==> src/rtl/timer_controller.sv <==
// Run/pause/done sequencer for the two-mode timer: owns the MSB/LSB count,
// latches mode and limit at start, and flags the terminal count.
module timer_controller #(
  parameter int unsigned MODE_A_LIMIT = 99,
  parameter int unsigned SEC_WRAP     = 59
) (
  input  logic       CLK_1Hz,
  input  logic       ResetN,
  input  logic       Start,
  input  logic       Pause,
  input  logic       Clear,
  input  logic       ModeSel,
  input  logic [2:0] TimeControl,
  output logic [7:0] MSB,
  output logic [7:0] LSB,
  output logic       ModeActive,
  output logic [2:0] LimitActive,
  output logic       Running,
  output logic       Stopped
);

  localparam int unsigned CW = 8;
  localparam int unsigned LW = 3;

  typedef enum logic [1:0] {IDLE, RUN, PAUSED, DONE} state_t;

  state_t          state, state_nxt;
  logic [CW-1:0]   msb_nxt, lsb_nxt, inc_msb, inc_lsb;
  logic            mode_nxt;
  logic [LW-1:0]   lim_nxt;
  logic [LW:0]     lim_plus1;
  logic            terminal;

  // One count step and the terminal test on the post-increment value
  always_comb begin
    lim_plus1 = (LW+1)'(LimitActive) + (LW+1)'(1);
    inc_msb   = MSB;
    inc_lsb   = LSB;
    terminal  = 1'b0;
    if (ModeActive) begin
      if (LSB == CW'(SEC_WRAP)) begin
        inc_lsb = '0;
        inc_msb = MSB + CW'(1);
      end else begin
        inc_lsb = LSB + CW'(1);
      end
      terminal = (inc_msb == CW'(lim_plus1)) && (inc_lsb == CW'(SEC_WRAP));
    end else begin
      inc_msb  = MSB + CW'(1);
      inc_lsb  = '0;
      terminal = (inc_msb == CW'(MODE_A_LIMIT));
    end
  end

  // Next state and next register values; Clear > Pause > Start
  always_comb begin
    state_nxt = state;
    msb_nxt   = MSB;
    lsb_nxt   = LSB;
    mode_nxt  = ModeActive;
    lim_nxt   = LimitActive;
    if (Clear) begin
      state_nxt = IDLE;
      msb_nxt   = '0;
      lsb_nxt   = '0;
    end else begin
      case (state)
        IDLE: begin
          msb_nxt = '0;
          lsb_nxt = '0;
          if (Start && !Pause) begin
            state_nxt = RUN;
            mode_nxt  = ModeSel;
            lim_nxt   = TimeControl;
          end
        end
        RUN: begin
          if (Pause) begin
            state_nxt = PAUSED;
          end else begin
            msb_nxt = inc_msb;
            lsb_nxt = inc_lsb;
            if (terminal) state_nxt = DONE;
          end
        end
        PAUSED: begin
          if (Start && !Pause) state_nxt = RUN;
        end
        DONE: begin
          state_nxt = DONE;
        end
        default: begin
          state_nxt = IDLE;
          msb_nxt   = '0;
          lsb_nxt   = '0;
        end
      endcase
    end
  end

  always_ff @(posedge CLK_1Hz) begin
    if (!ResetN) begin
      state       <= IDLE;
      MSB         <= '0;
      LSB         <= '0;
      ModeActive  <= 1'b0;
      LimitActive <= '0;
      Running     <= 1'b0;
      Stopped     <= 1'b0;
    end else begin
      state       <= state_nxt;
      MSB         <= msb_nxt;
      LSB         <= lsb_nxt;
      ModeActive  <= mode_nxt;
      LimitActive <= lim_nxt;
      Running     <= (state_nxt == RUN);
      Stopped     <= (state_nxt == DONE);
    end
  end

endmodule

==> config.mk <==
export PLATFORM = sky130hd
export DESIGN_NAME = timer_controller
export DESIGN_NICKNAME = d
export VERILOG_FILES = /design/src/rtl/timer_controller.sv
export SDC_FILE = /design/constraint.sdc
export NUM_CORES = 1
export LEC_CHECK = 0
export CORE_ASPECT_RATIO = 2
export CORE_MARGIN = 2
export CORE_UTILIZATION = 40
export CTS_BUF_LIST = sky130_fd_sc_hd__clkbuf_16
export DETAILED_ROUTE_END_ITERATION = 16
export GPL_TIMING_DRIVEN = 0
export PLACE_DENSITY_LB_ADDON = 0.25
export SKIP_CTS_REPAIR_TIMING = 1
export SYNTH_ARGS = -nofsm -noshare
export SYNTH_HDL_FRONTEND = slang
export SYNTH_SLANG_ARGS = --single-unit
==> constraint.sdc <==
create_clock -name CLK_1Hz -period 1.99 [get_ports CLK_1Hz]
set_clock_uncertainty 0.2 [all_clocks]
set_input_delay 0.398 -clock CLK_1Hz [delete_from_list [all_inputs] [get_ports CLK_1Hz]]
set_output_delay 0.398 -clock CLK_1Hz [all_outputs]
set_load 0.03 [all_outputs]
==> flow_metrics.tcl, run 1 <==
set metrics [dict create \
    status "finished, violations left" \
    violations "setup timing" \
    synthCells 210 \
    rsz0062_at_grt "yes" \
    clock_tree.root_cell "clkbuf_16" \
    routedWlPerCell_um 17.0 \
    path_class "reg -> reg" \
    finalCritPeriodShare 1.15 \
    setup_tns_ns -2.14 \
    cap_violations 0 \
    ys_warn_count 0 \
    slew_viol_final 0 \
    clk_pin_slew_worst_paths_ns 0.07 \
    dieArea_um2 4630 \
    grtUsageMet2 0.428 \
    place_inst 291 \
    routed_wirelength_um 5170 \
    ys.flop_type "dfxtp_1" \
    critPathLaunchType "flop" \
    clock.fmax_mhz 437 \
    p_switching_w 0.000255 \
    hold_class "reg -> reg" \
    worst_slew_pin_slew_ns 0.596 \
    hpwl_um 3600 \
    cp.required_ns 1.95 \
    cts_max_path_buffers 2 \
    cts_tree "yes" \
    synthTopCellsByArea "dfxtp_1, a21oi_1, nor2_1" \
    chipWidth_um 49.1 \
    synth_edf_count 0 \
    instances_no_fill 304 \
    p_leak_nw 0.953 \
    vias 1813 \
    final_net_count 268 \
    h-tree-depth 1 \
    ys_seq_area_frac 0.295 \
    path_max_fanout 6 \
    synth_area_um2 1630 \
    cp.arrival_ns 2.25 \
    setup_ws_ns -0.298 \
    cp-end-kind "flop" \
    grtUsageMet3 0.0207 \
    layout-drive-gt1-share 0.229 \
    synthDistinctLibCells 48 \
    seq_area_um2 495 \
    grt_pass1_wl_um 7600 \
    numPortBuffers 30 \
    firstDrtPassIters 4 \
    multiInputGateArea_um2 1180 \
    grt_overflow_total 0 \
    syn_avg_cell_area_um2 7.76 \
    cts_sinks 24 \
    via_per_inst 5.96 \
    grt_pass1_vias 1581 \
    syn2layout_area_growth_pct 44.7 \
    p_comb_frac 0.079 \
    core_area_um2 3880 \
    hold_viol 0 \
    seqPwrFrac 0.415 \
    relSlewSlack 0.599 \
    busiest_layer "met2" \
    ioPinCount 31 \
    switching_share 0.217 \
    grt_max_degree 15 \
    clock_latency_ns 0.27 \
    drt_iter0_drc 44 \
    p_total_w 0.00118 \
    n_fill_cell 368 \
    power.internal_w 0.000923 \
    cts-buffers-inserted 3 \
    pre_cts_slack_ns -0.591 \
    p_per_area_nw_per_um2 500 \
    antenna_found_initial 0 \
    gp_congestion 0.956 \
    ir_drop_mv 0.423 \
    setup_viol 14 \
    drc 0 \
    async_reset_ff_frac 0 \
    start_util 0.420 \
    synth_nets 224 \
    finalCriticalPeriod_ns 2.29 \
    die_h_um 94.3 \
    synth_top_area_share 0.295 \
    track_usage 0.215 \
    use_met1 0.199 \
    yosys.area.top_type "dfxtp_1" \
    rows 32 \
    ys_seq_elements 24 \
    whs_ns 0.359 \
    clockPowerShare 0.506 \
    antenna_cells 0 \
    ant_nets 0 \
]
cell usage after synthesis, drive strengths merged (2+ instances only):
library cell,n
a311oi,2
nand3b,3
nand2,15
and3,3
buf,7
a31oi,6
clkbuf,8
xor2,2
a21oi,22
ha,5
nand4,3
a31o,2
o211a,2
nor2,20
nor3,8
or4,4
a21o,2
xnor2,2
nor4,6
dfxtp,24
o22ai,4
mux2i,3
nand4b,3
a211oi,2
inv,9
nand3,8
a211o,3
o21ai,13
o31a,3
nor2b,4
power by group through the flow:
| stage | registers, W | clock network [W] | logic, W |
|---|---|---|---|
| floorplan | 0.000504 | 0 | 0.0000389 |
| global placement | 0.000498 | 0 | 0.0000852 |
| detailed placement | 0.000498 | 0 | 0.0000860 |
| CTS | 0.000487 | 0.000600 | 0.0000862 |
| global route | 0.000489 | 0.000615 | 0.0000990 |
| finish | 0.000489 | 0.000597 | 0.0000932 |
cells by family (layout without fill, tap and decap cells):
| family | after synthesis | count (layout) | share of synthesized area |
|---|---|---|---|
| buffers and inverters | 24 | 67 | 0.0637 |
| AO/OA/AOI/OAI | 66 | 66 | 0.259 |
| flip-flops | 24 | 24 | 0.295 |
| adder cells (fa/ha/maj) | 5 | 5 | 0.0384 |
| XOR/XNOR | 5 | 5 | 0.0361 |
| multiplexers | 3 | 3 | 0.0184 |
| AND/OR/NAND/NOR | 83 | 83 | 0.289 |
state kept, by name (all words and copies together) (netlist names):
name	cells
LimitActive	3
state	2
ModeActive	1
Running	1
MSB	8
LSB	8
Stopped	1
worst max-delay path, cell delays in order, from the launching register on:
cell	delay, ns
dfxtp_4	0.39
ha_4	0.15
or4b_4	0.50
nor3_1	0.15
a31oi_1	0.10
a2111o_1	0.45
o211a_1	0.24
through the flow:
stage	util	cell area [um^2]
global route	0.607	2360
global placement	0.524	2040
finish	0.607	2360
CTS	0.552	2140
floorplan	-	1670
detailed placement	0.524	2040
area by class of cell:
class                           instances  share of cell area
Buffer                                 13              0.0318
Tap cell                               51              0.0271
Inverter                                9              0.0143
Multi-Input combinational cell        162               0.500
Timing Repair Buffer                   41               0.172
Sequential cell                        24               0.210
Clock inverter                          1              0.0127
Clock buffer                            3              0.0318
final timing paths:
kind,start,to,depth (start not counted),slack [ns]
worst max-delay path,LSB[0],Running,6,-0.30
worst min-delay path,LimitActive[2],LimitActive[2],2,0.36
worst max register to register,LSB[0],Running,6,-0.30
worst min register to register,LimitActive[2],LimitActive[2],2,0.36
placed cells by master, fill, tap and decap left out, types with 3 or more instances in the layout:
master / instances
nor3_1: 6
inv_1: 9
and3_1: 3
or4_1: 4
nand2_1: 14
buf_6: 3
nand4_1: 3
o21ai_0: 8
nor4_1: 4
nor2_1: 17
mux2i_1: 3
clkbuf_16: 3
o31a_1: 3
a211o_1: 3
clkdlybuf4s50_1: 22
dlymetal6s2s_1: 8
nand3b_1: 3
nor2b_1: 4
clkbuf_2: 3
dfxtp_1: 16
o21ai_1: 3
o22ai_1: 3
buf_2: 6
buf_4: 10
dfxtp_2: 6
nand4b_1: 3
ha_1: 3
a21oi_1: 19
nand3_1: 7
a31oi_1: 6
layer usage:
| metal | up-vias | wire, um |
|---|---|---|
| met5 | - | 0 |
| met4 | 0 | 233 |
| met3 | 20 | 192 |
| met2 | 55 | 2830 |
| met1 | 870 | 1910 |
| li1 | 868 | - |
(Power assumes the default switching activity.)
==> run 2, diff against run 1 <==
--- a/config.mk
+++ b/config.mk
@@ -14,4 +14,5 @@
 export PLACE_DENSITY_LB_ADDON = 0.25
 export SKIP_CTS_REPAIR_TIMING = 1
+export SLEW_MARGIN = 20
 export SYNTH_ARGS = -nofsm -noshare
 export SYNTH_HDL_FRONTEND = slang
==> constraint.sdc (replaced) <==
create_clock -name CLK_1Hz -period 1.99 [get_ports CLK_1Hz]
set_clock_uncertainty 0.2 [all_clocks]
set_input_delay 0.2985 -clock CLK_1Hz [delete_from_list [all_inputs] [get_ports CLK_1Hz]]
set_output_delay 0.2985 -clock CLK_1Hz [all_outputs]
set_load 0.03 [all_outputs]
==> run 2 against run 1 <==
  * The flow still finishes with violations (setup timing)
  * Combinational power rose by 2.7%
  * Core utilization shrank 0.39 points
  * Cell count rose by 0.33%
  * Cell area down 0.64%
  * Critical endpoint unchanged
  * Largest power group unchanged
==> flow_metrics.tcl, run 2 (synthesized netlist as in run 1, its figures left out) <==
set metrics [dict create \
    cp.required_ns 1.95 \
    numPortBuffers 30 \
    clk_pin_slew_worst_paths_ns 0.07 \
    cpMaxStageDelayCell "or4b_4" \
    p_per_area_nw_per_um2 501 \
    ant_nets 0 \
    path_max_fanout 6 \
    p_leak_nw 0.817 \
    hold_class "reg -> reg" \
    cp-end-kind "flop" \
    clock_latency_ns 0.26 \
    cts_sinks 24 \
    hold_viol 0 \
    path_class "reg -> reg" \
    rsz0062_at_grt "yes" \
    chipWidth_um 49.1 \
    drc 0 \
    final_cell_mix "clkdlybuf4s50_1, a21oi_1, nor2_1" \
    critPathLaunchType "flop" \
    routedWlPerCell_um 16.8 \
    n_fill_cell 367 \
    gp_congestion 0.956 \
    layout_commonest_cell "clkdlybuf4s50_1" \
    ioPinCount 31 \
    cts-buffers-inserted 3 \
    firstDrtPassIters 4 \
    cts_tree "yes" \
    final_net_count 269 \
    cts_max_path_buffers 2 \
    setup_ws_ns -0.313 \
    relSlewSlack 0.613 \
    setup_viol 10 \
    post-route-util 0.603 \
    core_area_um2 3880 \
    cpPeakStageDelay_ns 0.50 \
    p_total_w 0.00118 \
    finalCritPeriodShare 1.16 \
    rows 32 \
    hpwl_um 3600 \
    worstPathCellList "ha_4, or4b_4, nor3_1, a31oi_1, a2111o_1, o211a_1" \
    cp.arrival_ns 2.26 \
    grt_max_degree 15 \
    grt_overflow_total 0 \
    antenna_found_initial 0 \
    place_inst 291 \
    violations "setup timing" \
    vias 1805 \
    start_util 0.420 \
    cap_violations 0 \
    instances_no_fill 305 \
    track_usage 0.215 \
    clock.fmax_mhz 434 \
    die_h_um 94.3 \
    slew_viol_final 0 \
    syn2layout_area_growth_pct 43.7 \
    grt_pass1_vias 1581 \
    dieArea_um2 4630 \
    h-tree-depth 1 \
    via_per_inst 5.92 \
    clock_tree.root_cell "clkbuf_16" \
    status "finished, violations left" \
    grt_pass1_wl_um 7600 \
    antenna_cells 0 \
    drt_iter0_drc 75 \
    finalCriticalPeriod_ns 2.30 \
    top_regs "LSB (8), MSB (8), LimitActive (3)" \
    worst_slew_pin_slew_ns 0.580 \
    ir_drop_mv 0.421 \
    routed_wirelength_um 5130 \
    layout-drive-gt1-share 0.228 \
]
[run 2: final timing paths]
path                                     start             end  slack, ns  cells past startpoint
worst max-delay path                    LSB[0]         Running      -0.31                      6
worst min-delay path            LimitActive[2]  LimitActive[2]       0.36                      2
worst max register to register          LSB[0]         Running      -0.31                      6
worst min register to register  LimitActive[2]  LimitActive[2]       0.36                      2
[run 2: where the power goes]
| part | switching, W | internal [W] | total [W] |
|---|---|---|---|
| clock | 0.000192 | 0.000401 | 0.000592 |
| sequential | 0.00000503 | 0.000482 | 0.000487 |
| combinational | 0.0000540 | 0.0000417 | 0.0000957 |
[run 2: critical path: cells and delay by family (launching register included)]
family | cells | cell delay [ns]
flip-flops | 1 | 0.39
AND/OR/NAND/NOR | 2 | 0.65
AO/OA/AOI/OAI | 3 | 0.79
adder cells (fa/ha/maj) | 1 | 0.15
[run 2: area by class of cell]
type,instances,area (um^2),area share
Tap cell,51,63.8,0.0272
Clock inverter,1,30.0,0.0128
Timing Repair Buffer,41,399,0.170
Buffer,14,80.1,0.0342
Clock buffer,3,75.1,0.0320
Inverter,9,33.8,0.0144
Multi-Input combinational cell,162,1170,0.498
Sequential cell,24,495,0.211
[run 2: stage by stage]
stage	setup TNS (ns)	hold slack [ns]	worst slack, ns	instance area (um^2)
floorplan	-0.341	0.237	-0.188	1670
global placement	-6.81	0.326	-0.472	2040
detailed placement	-6.85	0.335	-0.491	2040
CTS	-2.62	0.349	-0.360	2140
global route	-1.79	0.394	-0.334	2340
finish	-1.01	0.358	-0.313	2340
[run 2: layer usage]
| layer | GRT usage | wire length (um) |
|---|---|---|
| met1 | 0.199 | 2020 |
| met2 | 0.428 | 2830 |
| met3 | 0.0207 | 114 |
| met4 | 0.133 | 164 |
| met5 | 0 | 0 |
